File: src/rtl/uart_rx.sv
// 8N1 serial receiver: the start edge re-aligns a bit-period counter, and every
// bit is sampled at its centre through a two-flop synchronizer.
module uart_rx #(
   parameter int unsigned CLK_DIV = 10416
) (
   input  logic       clk,
   input  logic       rst,
   input  logic       rxd,
   output logic [7:0] data,
   output logic       valid,
   output logic       frame_err,
   output logic       busy
);

   localparam logic [15:0] HALF_M1 = 16'(CLK_DIV / 2 - 1);
   localparam logic [15:0] DIV_M1  = 16'(CLK_DIV - 1);

   typedef enum logic [2:0] {
      S_IDLE  = 3'd0,
      S_START = 3'd1,
      S_DATA  = 3'd2,
      S_STOP  = 3'd3,
      S_BREAK = 3'd4
   } state_t;

   logic        sync1_r, sync2_r, rx_s;
   state_t      state_r, state_s;
   logic [15:0] cnt_r, cnt_s;
   logic [2:0]  idx_r, idx_s;
   logic [7:0]  shift_r, shift_s;
   logic [7:0]  data_r, data_s;
   logic        valid_r, valid_s;
   logic        ferr_r, ferr_s;
   logic        busy_r;

   assign rx_s = sync2_r;

   // Synchronize the asynchronous serial line; idle level is 1.
   always_ff @(posedge clk or negedge rst) begin
      if (!rst) begin
         sync1_r <= 1'b1;
         sync2_r <= 1'b1;
      end else begin
         sync1_r <= rxd;
         sync2_r <= sync1_r;
      end
   end

   // Next-state, bit timing and output strobe decode.
   always_comb begin
      state_s = state_r;
      cnt_s   = cnt_r;
      idx_s   = idx_r;
      shift_s = shift_r;
      data_s  = data_r;
      valid_s = 1'b0;
      ferr_s  = 1'b0;
      case (state_r)
         S_IDLE: begin
            if (!rx_s) begin
               state_s = S_START;
               cnt_s   = 16'd0;
            end else begin
               state_s = S_IDLE;
            end
         end
         S_START: begin
            if (cnt_r == HALF_M1) begin
               cnt_s = 16'd0;
               idx_s = 3'd0;
               if (!rx_s) begin
                  state_s = S_DATA;
               end else begin
                  state_s = S_IDLE;
               end
            end else begin
               cnt_s = cnt_r + 16'd1;
            end
         end
         S_DATA: begin
            if (cnt_r == DIV_M1) begin
               cnt_s   = 16'd0;
               // LSB arrives first, so shifting in at the MSB leaves it in bit 0.
               shift_s = {rx_s, shift_r[7:1]};
               if (idx_r == 3'd7) begin
                  state_s = S_STOP;
               end else begin
                  idx_s = idx_r + 3'd1;
               end
            end else begin
               cnt_s = cnt_r + 16'd1;
            end
         end
         S_STOP: begin
            if (cnt_r == DIV_M1) begin
               cnt_s = 16'd0;
               if (rx_s) begin
                  data_s  = shift_r;
                  valid_s = 1'b1;
                  state_s = S_IDLE;
               end else begin
                  ferr_s  = 1'b1;
                  state_s = S_BREAK;
               end
            end else begin
               cnt_s = cnt_r + 16'd1;
            end
         end
         S_BREAK: begin
            // A line held low must return high before a new start is accepted.
            if (rx_s) begin
               state_s = S_IDLE;
            end else begin
               state_s = S_BREAK;
            end
         end
         default: begin
            state_s = S_IDLE;
         end
      endcase
   end

   // Receiver state and registered outputs.
   always_ff @(posedge clk or negedge rst) begin
      if (!rst) begin
         state_r <= S_IDLE;
         cnt_r   <= 16'd0;
         idx_r   <= 3'd0;
         shift_r <= 8'h00;
         data_r  <= 8'h00;
         valid_r <= 1'b0;
         ferr_r  <= 1'b0;
         busy_r  <= 1'b0;
      end else begin
         state_r <= state_s;
         cnt_r   <= cnt_s;
         idx_r   <= idx_s;
         shift_r <= shift_s;
         data_r  <= data_s;
         valid_r <= valid_s;
         ferr_r  <= ferr_s;
         busy_r  <= (state_s != S_IDLE);
      end
   end

   assign data      = data_r;
   assign valid     = valid_r;
   assign frame_err = ferr_r;
   assign busy      = busy_r;

endmodule

File: config.mk
export PLATFORM = sky130hd
export DESIGN_NAME = uart_rx
export DESIGN_NICKNAME = d
export VERILOG_FILES = /design/src/rtl/uart_rx.sv
export SDC_FILE = /design/constraint.sdc
export NUM_CORES = 1
export LEC_CHECK = 0
export BUFFER_PORTS_ARGS = -buffer_cell sky130_fd_sc_hd__buf_4
export CORE_MARGIN = 2
export CORE_UTILIZATION = 60
export CTS_BUF_LIST = sky130_fd_sc_hd__clkbuf_16
export DETAILED_ROUTE_END_ITERATION = 8
export PLACE_DENSITY = 0.76
export SYNTH_ARGS = -nofsm -noshare
export SYNTH_HDL_FRONTEND = slang
export SYNTH_SLANG_ARGS = --single-unit
export TNS_END_PERCENT = 1
File: constraint.sdc
create_clock -name clk -period 7.7 [get_ports clk]
set_clock_uncertainty 0.1 [all_clocks]
set_input_delay 0.385 -clock clk [delete_from_list [all_inputs] [get_ports clk]]
set_output_delay 0.385 -clock clk [all_outputs]
set_load 0.05 [all_outputs]
==> results of run 1 <==
-- worst reg2reg max path: stages (launching register included) --
cell     delay, ns
dfrtp_1       0.45
or4_1         0.73
nor4_4        0.44
nand2_1       0.36
a221o_1       0.43
mux2_2        0.28
-- flip-flops by register name (all words and copies together), names as in the netlist --
register	count
busy	1
cnt_r	16
data	8
frame_err	1
idx_r	3
rx_s	1
shift_r	8
state_r	3
sync1_r	1
valid	1
-- synthesized netlist by cell type (2+ instances only) --
master and count:
nor4_4 3, ha_1 3, or3_1 2, a21o_1 6, a31oi_1 6, a21oi_1 10
clkbuf_1 3, or4bb_1 2, nor3_1 8, o21ai_0 10, nand3_1 6, a41oi_1 2
dfstp_2 2, nor2_1 9, xor2_1 3, nor3b_1 3, or4_1 2, nand3b_1 2
dfrtp_1 41, mux2_2 16, a31o_2 2, and3_1 6, nor4_1 2, nand2_1 8
or3b_2 2, a22o_1 3
-- final cells by class --
type,instances,area share
Sequential cell,43,0.468
Multi-Input combinational cell,125,0.397
Clock buffer,5,0.0543
Timing Repair Buffer,14,0.0467
Tap cell,46,0.0250
Clock inverter,3,0.00706
Inverter,1,0.00163
-- power groups by stage --
stage          clock [mW]  combinational [mW]  sequential, mW
6_report            0.201             0.00608           0.228
5_1_grt             0.220             0.00722           0.227
4_1_cts             0.206             0.00640           0.227
3_5_place_dp            0             0.00602           0.232
3_3_place_gp            0             0.00578           0.232
2_1_floorplan           0            0.000653           0.231
-- path summary, 6_finish.rpt --
kind / from / cells past startpoint / slack (ns) / to
setup reg to reg: cnt_r[9] / 5 / 4.80 / idx_r[0]
max in group asynchronous: rst / 2 / 6.58 / rx_s
min in group asynchronous: rst / 2 / 0.55 / data[4]
hold reg to reg: sync1_r / 0 / 0.26 / rx_s
setup / recovery: cnt_r[9] / 5 / 4.80 / idx_r[0]
hold / removal: rxd / 1 / 0.11 / sync1_r
-- cells by family after synthesis --
logic type               Yosys count
AO/OA/AOI/OAI                     42
XOR/XNOR                           4
adder cells (fa/ha/maj)            3
buffers and inverters              6
flip-flops                        43
multiplexers                      16
AND/OR/NAND/NOR                   60
-- stage by stage --
| stage | area (um2) | std cells | setup WS (ns) | util | hold slack (ns) |
|---|---|---|---|---|---|
| final | 2300 | 237 | 4.80 | 0.702 | 0.109 |
| after global routing | 2300 | 237 | 4.66 | 0.702 | 0.0993 |
| after CTS | 2300 | 237 | 4.82 | 0.702 | 0.106 |
| after detailed placement | 2150 | 228 | 4.82 | 0.656 | 0.253 |
| after global placement | 2150 | 228 | 4.96 | 0.656 | 0.256 |
| after floorplan | 2030 | 174 | 5.12 | - | -0.0106 |
-- metal layers --
metal,part of all wire,vias up
li1,-,690
met1,0.44,700
met2,0.51,20
met3,0.028,7
met4,0.017,0
met5,0,-
-- cells in the final DEF (no fill, tap or decap), types with 2 or more instances in the layout --
master,n
dfrtp_1,41
nor4_1,2
a31o_2,2
and3_1,6
nor3_1,8
nor3b_1,3
buf_4,13
nand3b_1,2
or3b_2,2
or3_1,2
mux2_2,16
inv_1,2
nand3_1,6
nand2_1,8
a22o_1,3
nor4_4,3
a41oi_1,2
ha_1,3
a31oi_1,6
a21oi_1,10
dfstp_2,2
a21o_1,6
o21ai_0,10
xor2_1,3
nor2_1,9
or4_1,2
or4bb_1,2
clkbuf_16,5
==> run summary, run 1 <==
CLOCK NETWORK
------------------------------------------------------------------------------------
H-Tree Level Count                                                                 2
Clock transition at the registers of the reported paths                      0.06 ns
PostCTS Resize Cnt                                                                 0
Clock buffer count from CTS                                                        5
Maximum clock path buffer count                                                    2
Number of buffers inserted to repair setup after CTS                               0
Latest clock arrival within the worst-skew pair                              0.28 ns
Hold bufs inserted after CTS                                                       1
Clk sinks                                                                         43
Clock tree from TritonCTS                                                        yes
Cell at the root of the clock tree                                         clkbuf_16

SETUP PATH
------------------------------------------------------------------------------------
Type of element capturing the critical path                                 register
Kind of start point of the critical path                                    register
Worst-path maximum fanout                                                         11
CP peak stage delay                                                          0.73 ns
Cells along the critical path                                           or4_1, nor4_4, nand2_1, a221o_1, mux2_2
Required time of the worst setup path                                        7.77 ns
Cell with the biggest individual delay on the critical path                    or4_1
Combined buffer and inverter count along the critical path                         0
Worst endpoint data arrival time                                             2.97 ns
Type of the worst setup path                                                 reg2reg
Critical path's top delay family                                        simple AND/OR/NAND/NOR gates

TIMING
------------------------------------------------------------------------------------
Worst-case headroom to the max-slew limit                                      0.248
Hold Fails Final Rpt                                                               0
Final setup vio count                                                              0
Setup Total Neg Slack                                                           0 ns
Minimum period implied by the final worst setup slack                        2.90 ns
Max Clock Freq                                                               345 MHz
Final slew viol count                                                              0
RSZ-0062 raised after global routing                                              no
Period utilisation layout                                                      0.376
Worst-Margin Slew                                                            1.13 ns

POWER AND IR DROP
------------------------------------------------------------------------------------
Power density over cell area                                              188 nW/um2
Portion of total power attributed to sequential cells                          0.524
P_int                                                                         346 uW
P_sw                                                                         87.8 uW
Net switching share of the total power                                         0.202
Tot Pwr                                                                       434 uW
Maximum vdd ir drop                                                       0.000130 V
Clock share of power                                                           0.462
Standby leakage power                                                        1.08 nW
Combinational fraction of design power                                         0.014

GRT
------------------------------------------------------------------------------------
Grt met2 use                                                                   0.387
Gr ovfl total                                                                      0
Met1 demand-to-capacity share in global routing                                0.298
Via count of the first global-routing pass                                      1482
Wire length of the first global-routing pass                                 7000 um
Pin count of the biggest net entering global routing                              44
Global routing usage on met3                                                  0.0562
Most Crowded Layer GR                                                           met2
Total GRT Usage                                                                0.232
Antenna violations before repair                                                   0

LOGIC SYNTHESIS
------------------------------------------------------------------------------------
Post-Syn Instances                                                               174
Synth Warn #                                                                       0
Post-synthesis instance area                                                2030 um2
Synthesized net count                                                            180
Most area-consuming cells after synthesis                               dfrtp_1 51%, mux2_2 8.9%, nor4_4 3.2%, dfstp_2 2.6%, a21oi_1 2.5%
Simple-Gate Fraction of Synth Area                                             0.195
Post-synth top flop                                                          dfrtp_1
Synthesized area per cell                                                   11.6 um2
Yosys top cell area share                                                      0.506
Multiplexer share of the synthesized area                                     0.0889
Largest family of logic cells by synthesized area                       simple AND/OR/NAND/NOR gates
Post-synthesis sequential area ratio                                           0.532
Number of enable flip-flop cells after synthesis                                   0
Compound-Gate Fraction of Synth Area                                           0.133
Number of distinct library cells after synthesis                                  38
Leading area contributor after synthesis                                     dfrtp_1
Share of flip-flops with an asynchronous set or reset after synthesis           1.00
Adder-cell share of the synthesized area                                      0.0185
Post-Synth XOR/XNOR Area                                                      0.0173
Number of storage elements in the synthesis netlist                               43

DRT
------------------------------------------------------------------------------------
Vias/cell                                                                       5.98
Number of nets with antenna violations after routing                               0
Drt initial violations                                                           130
Length of the first detailed-routing pass in iterations                            4
Total Routed Length                                                          3900 um
Final routed wire length divided by cell count                               16.5 um
Vias post-DR                                                                    1417
Post-route DRC                                                                     0

FLOORPLAN
------------------------------------------------------------------------------------
Number of rows in the core area                                                   21
Initial standard-cell utilization of the core                                  0.617
Number of top-level design ports                                                  14
Die span in x                                                                62.1 um
Standard cell core area                                                     3280 um2
Height of the chip                                                           62.1 um
Area enclosed by the die boundary                                           3860 um2

FINISH
------------------------------------------------------------------------------------
FF/Latch Area                                                               1080 um2
Share of final-layout standard cells stronger than drive strength 1            0.246
Number of nets in the layout                                                     196
Synth-to-Final Area Change                                                     13.8%
Area of the multi-input gates                                                916 um2
Diode insertion count for antenna repair                                           0
Filler cells                                                                     260

PLACEMENT
------------------------------------------------------------------------------------
Post-DP HPWL                                                                 2690 um
Count of input and output buffers                                                 13
Routability cong.                                                              0.901

WORST HOLD PATH
------------------------------------------------------------------------------------
Hold/Removal Path Class                                                       in2reg

FLOW RUN
------------------------------------------------------------------------------------
Max-cap check violation count                                                      0

OUTCOME
------------------------------------------------------------------------------------
Run status                                                              complete, no violations

No activity file was read; power rests on OpenSTA's default activity.
==> run 2: changes to the inputs <==
- CORE_UTILIZATION: 60 -> 53
- PLACE_DENSITY: 0.76 -> 0.71
- clock period: 7.7 -> 2.6 ns (I/O delays scaled with it)
==> run summary, run 2 (synthesized netlist as in run 1, its figures left out) <==
FINISH
----------------------------------------------------------------------------------
Leading cell type in the layout, fill and taps excluded                    dfrtp_1   unchanged
Synth-to-Final Area Change                                                   22.4%   was 13.8%
Diode insertion count for antenna repair                                         0   unchanged
Register containing the most flip-flops in the final layout                  cnt_r   unchanged
Share of final-layout standard cells stronger than drive strength 1          0.324   was 0.246
Final core area utilization                                                  0.677   was 0.702
Commonest cells after routing, fill and taps aside                    41 x dfrtp_1, 29 x buf_4, 16 x mux2_2   was 41 x dfrtp_1, 16 x mux2_2, 13 x buf_4
Flip-flop count of the largest register after layout                            16   unchanged
Final standard cell area without fillers                                  2480 um2   was 2300 um2
Number of nets in the layout                                                   215   was 196

PLACEMENT
----------------------------------------------------------------------------------
Cell area after placement                                                 2300 um2   was 2150 um2
Routability cong.                                                            0.843   was 0.901
Count of input and output buffers                                               13   unchanged
Post-DP HPWL                                                               3020 um   was 2690 um

DRT
----------------------------------------------------------------------------------
Vias post-DR                                                                  1551   was 1417
Post-route DRC                                                                   0   unchanged
Total Routed Length                                                        4360 um   was 3900 um
Final routed wire length divided by cell count                             16.9 um   was 16.5 um
Vias/cell                                                                     6.01   was 5.98
Length of the first detailed-routing pass in iterations                          4   unchanged
Drt initial violations                                                          97   was 130
Number of nets with antenna violations after routing                             0   unchanged

TIMING
----------------------------------------------------------------------------------
Worst-case headroom to the max-slew limit                                    0.468   was 0.248
Period utilisation layout                                                    0.982   was 0.376
Setup Total Neg Slack                                                         0 ns   unchanged
Minimum period implied by the final worst setup slack                      2.55 ns   was 2.90 ns
Final slew viol count                                                            0   unchanged
Final setup vio count                                                            0   unchanged
RSZ-0062 raised after global routing                                           yes   was no
Hold Fails Final Rpt                                                             0   unchanged
Max Clock Freq                                                             392 MHz   was 345 MHz
Worst-Margin Slew                                                         0.798 ns   was 1.13 ns

POWER AND IR DROP
----------------------------------------------------------------------------------
P_int                                                                      1.03 mW   was 346 uW
Combinational fraction of design power                                       0.015   was 0.014
Clock share of power                                                         0.461   was 0.462
P_sw                                                                        260 uW   was 87.8 uW
Net switching share of the total power                                       0.202   about the same
Portion of total power attributed to sequential cells                        0.524   about the same
Maximum vdd ir drop                                                     0.000454 V   was 0.000130 V
Standby leakage power                                                      1.18 nW   was 1.08 nW
Power density over cell area                                            519 nW/um2   was 188 nW/um2

WORST HOLD PATH
----------------------------------------------------------------------------------
Worst Hold Path Cells                                                            0   was 1
Hold/Removal Path Class                                                    reg2reg   was in2reg
Hold worst-path end                                                           rx_s   was sync1_r
Launch instance of the worst min-delay path                                sync1_r   was rxd

SETUP PATH
----------------------------------------------------------------------------------
Start of the worst register-to-register path                              cnt_r[1]   was cnt_r[9]
Worst reg2reg endpoint                                                        busy   was idx_r[0]
Required time of the worst setup path                                      2.66 ns   was 7.77 ns
Type of the worst setup path                                               reg2reg   unchanged
Path depth of the worst reg2reg path                                             6   was 5
Worst-path maximum fanout                                                        3   was 11
Worst reg-to-reg setup slack                                               0.05 ns   was 4.80 ns
Kind of start point of the critical path                                  register   unchanged
Critical path's top delay family                                      simple AND/OR/NAND/NOR gates   unchanged
Type of element capturing the critical path                               register   unchanged
Combined buffer and inverter count along the critical path                       0   unchanged
Cells along the critical path                                         ha_2, or4bb_4, nor4_4, nor2_1, or4_4, or3_1   was or4_1, nor4_4, nand2_1, a221o_1, mux2_2
Worst endpoint data arrival time                                           2.61 ns   was 2.97 ns
CP peak stage delay                                                        0.55 ns   was 0.73 ns
CP startpoint                                                             cnt_r[1]   was cnt_r[9]
Cell with the biggest individual delay on the critical path                or4bb_4   was or4_1

FLOORPLAN
----------------------------------------------------------------------------------
Number of rows in the core area                                                 22   was 21
Number of top-level design ports                                                14   unchanged
Initial standard-cell utilization of the core                                0.553   was 0.617
Die span in x                                                              65.8 um   was 62.1 um
Standard cell core area                                                   3660 um2   was 3280 um2
Area enclosed by the die boundary                                         4330 um2   was 3860 um2
Height of the chip                                                         65.8 um   was 62.1 um

GRT
----------------------------------------------------------------------------------
Wire length of the first global-routing pass                               7350 um   was 7000 um
Most Crowded Layer GR                                                         met2   unchanged
Total GRT Usage                                                              0.233   was 0.232
Grt met2 use                                                                 0.350   was 0.387
Gr ovfl total                                                                    0   unchanged
Met1 demand-to-capacity share in global routing                              0.309   was 0.298
Global routing usage on met3                                                0.0613   was 0.0562
Antenna violations before repair                                                 0   unchanged
Via count of the first global-routing pass                                    1539   was 1482
Pin count of the biggest net entering global routing                            44   unchanged

OUTCOME
----------------------------------------------------------------------------------
Run status                                                            complete, no violations   unchanged

FLOW RUN
----------------------------------------------------------------------------------
Max-cap check violation count                                                    0   unchanged

CLOCK NETWORK
----------------------------------------------------------------------------------
H-Tree Level Count                                                               2   unchanged
Maximum clock path buffer count                                                  2   unchanged
Latest clock arrival within the worst-skew pair                            0.28 ns   about the same
Clock transition at the registers of the reported paths                    0.06 ns   about the same
Clk sinks                                                                       43   unchanged
Cell at the root of the clock tree                                       clkbuf_16   unchanged
Clock tree from TritonCTS                                                      yes   unchanged
Clock buffer count from CTS                                                      5   unchanged

-- run 2: per-stage QoR --
| step | std cells | hold WS [ns] | worst slack (ns) | total power [mW] |
|---|---|---|---|---|
| 2_1_floorplan | 174 | -0.266 | 0.0183 | 0.687 |
| 3_3_place_gp | 247 | 0.0339 | 0.0555 | 0.703 |
| 3_5_place_dp | 247 | 0.0462 | -0.0577 | 0.704 |
| 4_1_cts | 257 | 0.258 | 0.0180 | 1.30 |
| 5_1_grt | 258 | 0.261 | -0.0242 | 1.33 |
| 6_report | 258 | 0.257 | 0.0471 | 1.29 |
-- run 2: area by class of cell --
cell class	instances	area [um2]
well taps	48	60.1
multi-input cells	125	926
flip-flops and latches	43	1080
repair buffers	33	269
clock buffers	5	125
clock inverters	3	16.3
inverters	1	3.75
fillers	273	1180
-- run 2: worst max-delay path by stage --
stage / endpoint / slack [ns] / depth (start not counted)
after global routing: busy / -0.02 / 6
after global placement: busy / 0.06 / 6
final: busy / 0.05 / 6
after detailed placement: busy / -0.06 / 6
after CTS: busy / 0.02 / 6
after floorplan: busy / 0.02 / 6
-- run 2: layer usage --
layer,vias up,part of all wire
met5,-,0
met4,0,0.034
met1,757,0.45
met2,53,0.47
met3,14,0.046
li1,727,-
-- run 2: power by group through the flow --
stage	Clock [mW]	Sequential, mW	Combinational, mW
after detailed placement	0	0.686	0.0179
final	0.593	0.674	0.0192
after floorplan	0	0.685	0.00193
after global routing	0.629	0.674	0.0228
after CTS	0.605	0.674	0.0202
after global placement	0	0.686	0.0171
-- run 2: repair_timing --
action                     4_1_cts  5_1_grt
pin swaps                        1        3
setup endpoints to repair        1        1
gates resized for setup          1        3
buffers inserted                 0        1
hold endpoints to repair        42        0
hold buffers                     2        0
-- run 2: worst reg2reg max path, cell delays in order, from the launching register on --
cell and delay (ns):
dfrtp_1 0.38, ha_2 0.19, or4bb_4 0.55, nor4_4 0.19
nor2_1 0.10, or4_4 0.55, or3_1 0.37
==> run 3: changes to the inputs <==
- SETUP_SLACK_MARGIN: default -> 0.3
==> run summary, run 3 (synthesized netlist as in run 1, its figures left out) <==
OUTCOME
----------------------------------------------------------------------------------
Run status                                                            complete, no violations   unchanged

SETUP PATH
----------------------------------------------------------------------------------
Type of element capturing the critical path                               register   unchanged
Cell with the biggest individual delay on the critical path                or4bb_4   unchanged
Type of the worst setup path                                               reg2reg   unchanged
Cells along the critical path                                         buf_6, or4bb_4, nor4_4, nor2_1, or4_4, or3_1   was ha_2, or4bb_4, nor4_4, nor2_1, or4_4, or3_1
Worst endpoint data arrival time                                           2.55 ns   was 2.61 ns
Worst reg-to-reg setup slack                                               0.11 ns   was 0.05 ns
Path depth of the worst reg2reg path                                             6   unchanged
CP peak stage delay                                                        0.53 ns   was 0.55 ns
Kind of start point of the critical path                                  register   unchanged
Worst reg2reg endpoint                                                        busy   unchanged
Start of the worst register-to-register path                              cnt_r[6]   was cnt_r[1]
Required time of the worst setup path                                      2.66 ns   about the same
Worst-path maximum fanout                                                        2   was 3

TIMING
----------------------------------------------------------------------------------
Minimum period implied by the final worst setup slack                      2.49 ns   was 2.55 ns
Period utilisation layout                                                    0.959   was 0.982
Worst-case headroom to the max-slew limit                                    0.535   was 0.468
Final slew viol count                                                            0   unchanged
Minimum hold slack                                                        0.257 ns   about the same
Max Clock Freq                                                             401 MHz   was 392 MHz
Setup Total Neg Slack                                                         0 ns   unchanged
Worst-Margin Slew                                                         0.691 ns   was 0.798 ns
Final setup vio count                                                            0   unchanged
Hold Fails Final Rpt                                                             0   unchanged
RSZ-0062 raised after global routing                                           yes   unchanged

CLOCK NETWORK
----------------------------------------------------------------------------------
Latest clock arrival within the worst-skew pair                            0.28 ns   about the same
Clock buffer count from CTS                                                      5   unchanged
Cell at the root of the clock tree                                       clkbuf_16   unchanged
Maximum clock path buffer count                                                  2   unchanged
H-Tree Level Count                                                               2   unchanged
Clock transition at the registers of the reported paths                    0.06 ns   about the same
Clock tree from TritonCTS                                                      yes   unchanged
Clk sinks                                                                       43   unchanged

DRT
----------------------------------------------------------------------------------
Vias post-DR                                                                  1536   was 1551
Total Routed Length                                                        4200 um   was 4360 um
Drt initial violations                                                         154   was 97
Post-route DRC                                                                   0   unchanged
Number of nets with antenna violations after routing                             0   unchanged
Length of the first detailed-routing pass in iterations                          4   unchanged
Vias/cell                                                                     5.84   was 6.01
Final routed wire length divided by cell count                             16.0 um   was 16.9 um

FLOORPLAN
----------------------------------------------------------------------------------
Die span in x                                                              65.8 um   unchanged
Number of top-level design ports                                                14   unchanged
Standard cell core area                                                   3660 um2   unchanged
Initial standard-cell utilization of the core                                0.553   unchanged
Area enclosed by the die boundary                                         4330 um2   unchanged
Height of the chip                                                         65.8 um   unchanged
Number of rows in the core area                                                 22   unchanged

WORST HOLD PATH
----------------------------------------------------------------------------------
Launch instance of the worst min-delay path                                sync1_r   unchanged
Hold/Removal Path Class                                                    reg2reg   unchanged
Worst Hold Path Cells                                                            0   unchanged
Hold worst-path end                                                           rx_s   unchanged

GRT
----------------------------------------------------------------------------------
Pin count of the biggest net entering global routing                            44   unchanged
Gr ovfl total                                                                    0   unchanged
Total GRT Usage                                                              0.235   was 0.233
Wire length of the first global-routing pass                               7600 um   was 7350 um
Antenna violations before repair                                                 0   unchanged
Via count of the first global-routing pass                                    1568   was 1539

FLOW RUN
----------------------------------------------------------------------------------
Max-cap check violation count                                                    0   unchanged

FINISH
----------------------------------------------------------------------------------
Commonest cells after routing, fill and taps aside                    41 x dfrtp_1, 35 x buf_4, 16 x mux2_2   was 41 x dfrtp_1, 29 x buf_4, 16 x mux2_2
Synth-to-Final Area Change                                                   24.4%   was 22.4%
Flip-flop count of the largest register after layout                            16   unchanged
Filler cells                                                                   265   was 273
Diode insertion count for antenna repair                                         0   unchanged
Register containing the most flip-flops in the final layout                  cnt_r   unchanged
Share of final-layout standard cells stronger than drive strength 1          0.340   was 0.324
Number of nets in the layout                                                   220   was 215
Leading cell type in the layout, fill and taps excluded                    dfrtp_1   unchanged

POWER AND IR DROP
----------------------------------------------------------------------------------
Tot Pwr                                                                    1.29 mW   about the same
Power density over cell area                                            513 nW/um2   was 519 nW/um2
Standby leakage power                                                      1.20 nW   was 1.18 nW
Maximum vdd ir drop                                                     0.000495 V   was 0.000454 V

PLACEMENT
----------------------------------------------------------------------------------
Post-DP HPWL                                                               2820 um   was 3020 um
Count of input and output buffers                                               13   unchanged
Routability cong.                                                            0.849   was 0.843

-- run 3: how the worst max path moves through the flow --
stage / startpoint / slack, ns / cells after the start / to
final: cnt_r[6] / 0.11 / 6 / busy
after global routing: cnt_r[6] / 0.03 / 6 / busy
after CTS: cnt_r[1] / 0.13 / 6 / busy
after detailed placement: cnt_r[15] / -0.02 / 5 / busy
after global placement: cnt_r[15] / 0.06 / 5 / busy
after floorplan: cnt_r[8] / 0.1 / 6 / busy
-- run 3: routing by layer --
layer	part of all wire	GRT usage	up-vias
met4	0.022	0.0964	0
met1	0.43	0.291	750
met2	0.50	0.398	38
li1	-	-	737
met3	0.042	0.0511	11
met5	0	0	-
-- run 3: worst max-delay path: cells and delay by family, from the launching register on --
family | cells | cell delay (ns)
and+or+nand+nor | 5 | 1.78
DFF | 1 | 0.38
buffers and inverters | 1 | 0.11
-- run 3: stage by stage --
stage | area (um2) | std cells | util | setup WS [ns]
final | 2520 | 263 | 0.688 | 0.106
after global routing | 2520 | 263 | 0.688 | 0.0280
after CTS | 2510 | 262 | 0.686 | 0.127
after detailed placement | 2280 | 246 | 0.623 | -0.0151
after global placement | 2280 | 246 | 0.623 | 0.0583
after floorplan | 2030 | 174 | - | 0.0980
-- run 3: layout make-up --
cell class                      count  area, um2  area share
Sequential cell                    43       1080       0.428
Multi-Input combinational cell    125        938       0.372
Timing Repair Buffer               38        294       0.117
Clock buffer                        5        125      0.0497
Tap cell                           48       60.1      0.0238
Clock inverter                      3       20.0     0.00794
Inverter                            1       3.75     0.00149
-- run 3: repair_timing --
action | in CTS | in global routing
resized for setup | 3 | 1
hold buffers | 2 | 0
endpoints found under the setup margin | 28 | 29
pin swaps | 7 | 1
hold endpoints to repair | 42 | 0
buffers inserted | 6 | 1
-- run 3: report_power, final --
| group | internal (mW) | leakage [nW] | switching [mW] |
|---|---|---|---|
| clock network | 0.353 | 0.0674 | 0.247 |
| registers | 0.672 | 0.574 | 0.00162 |
| logic | 0.00453 | 0.561 | 0.0145 |
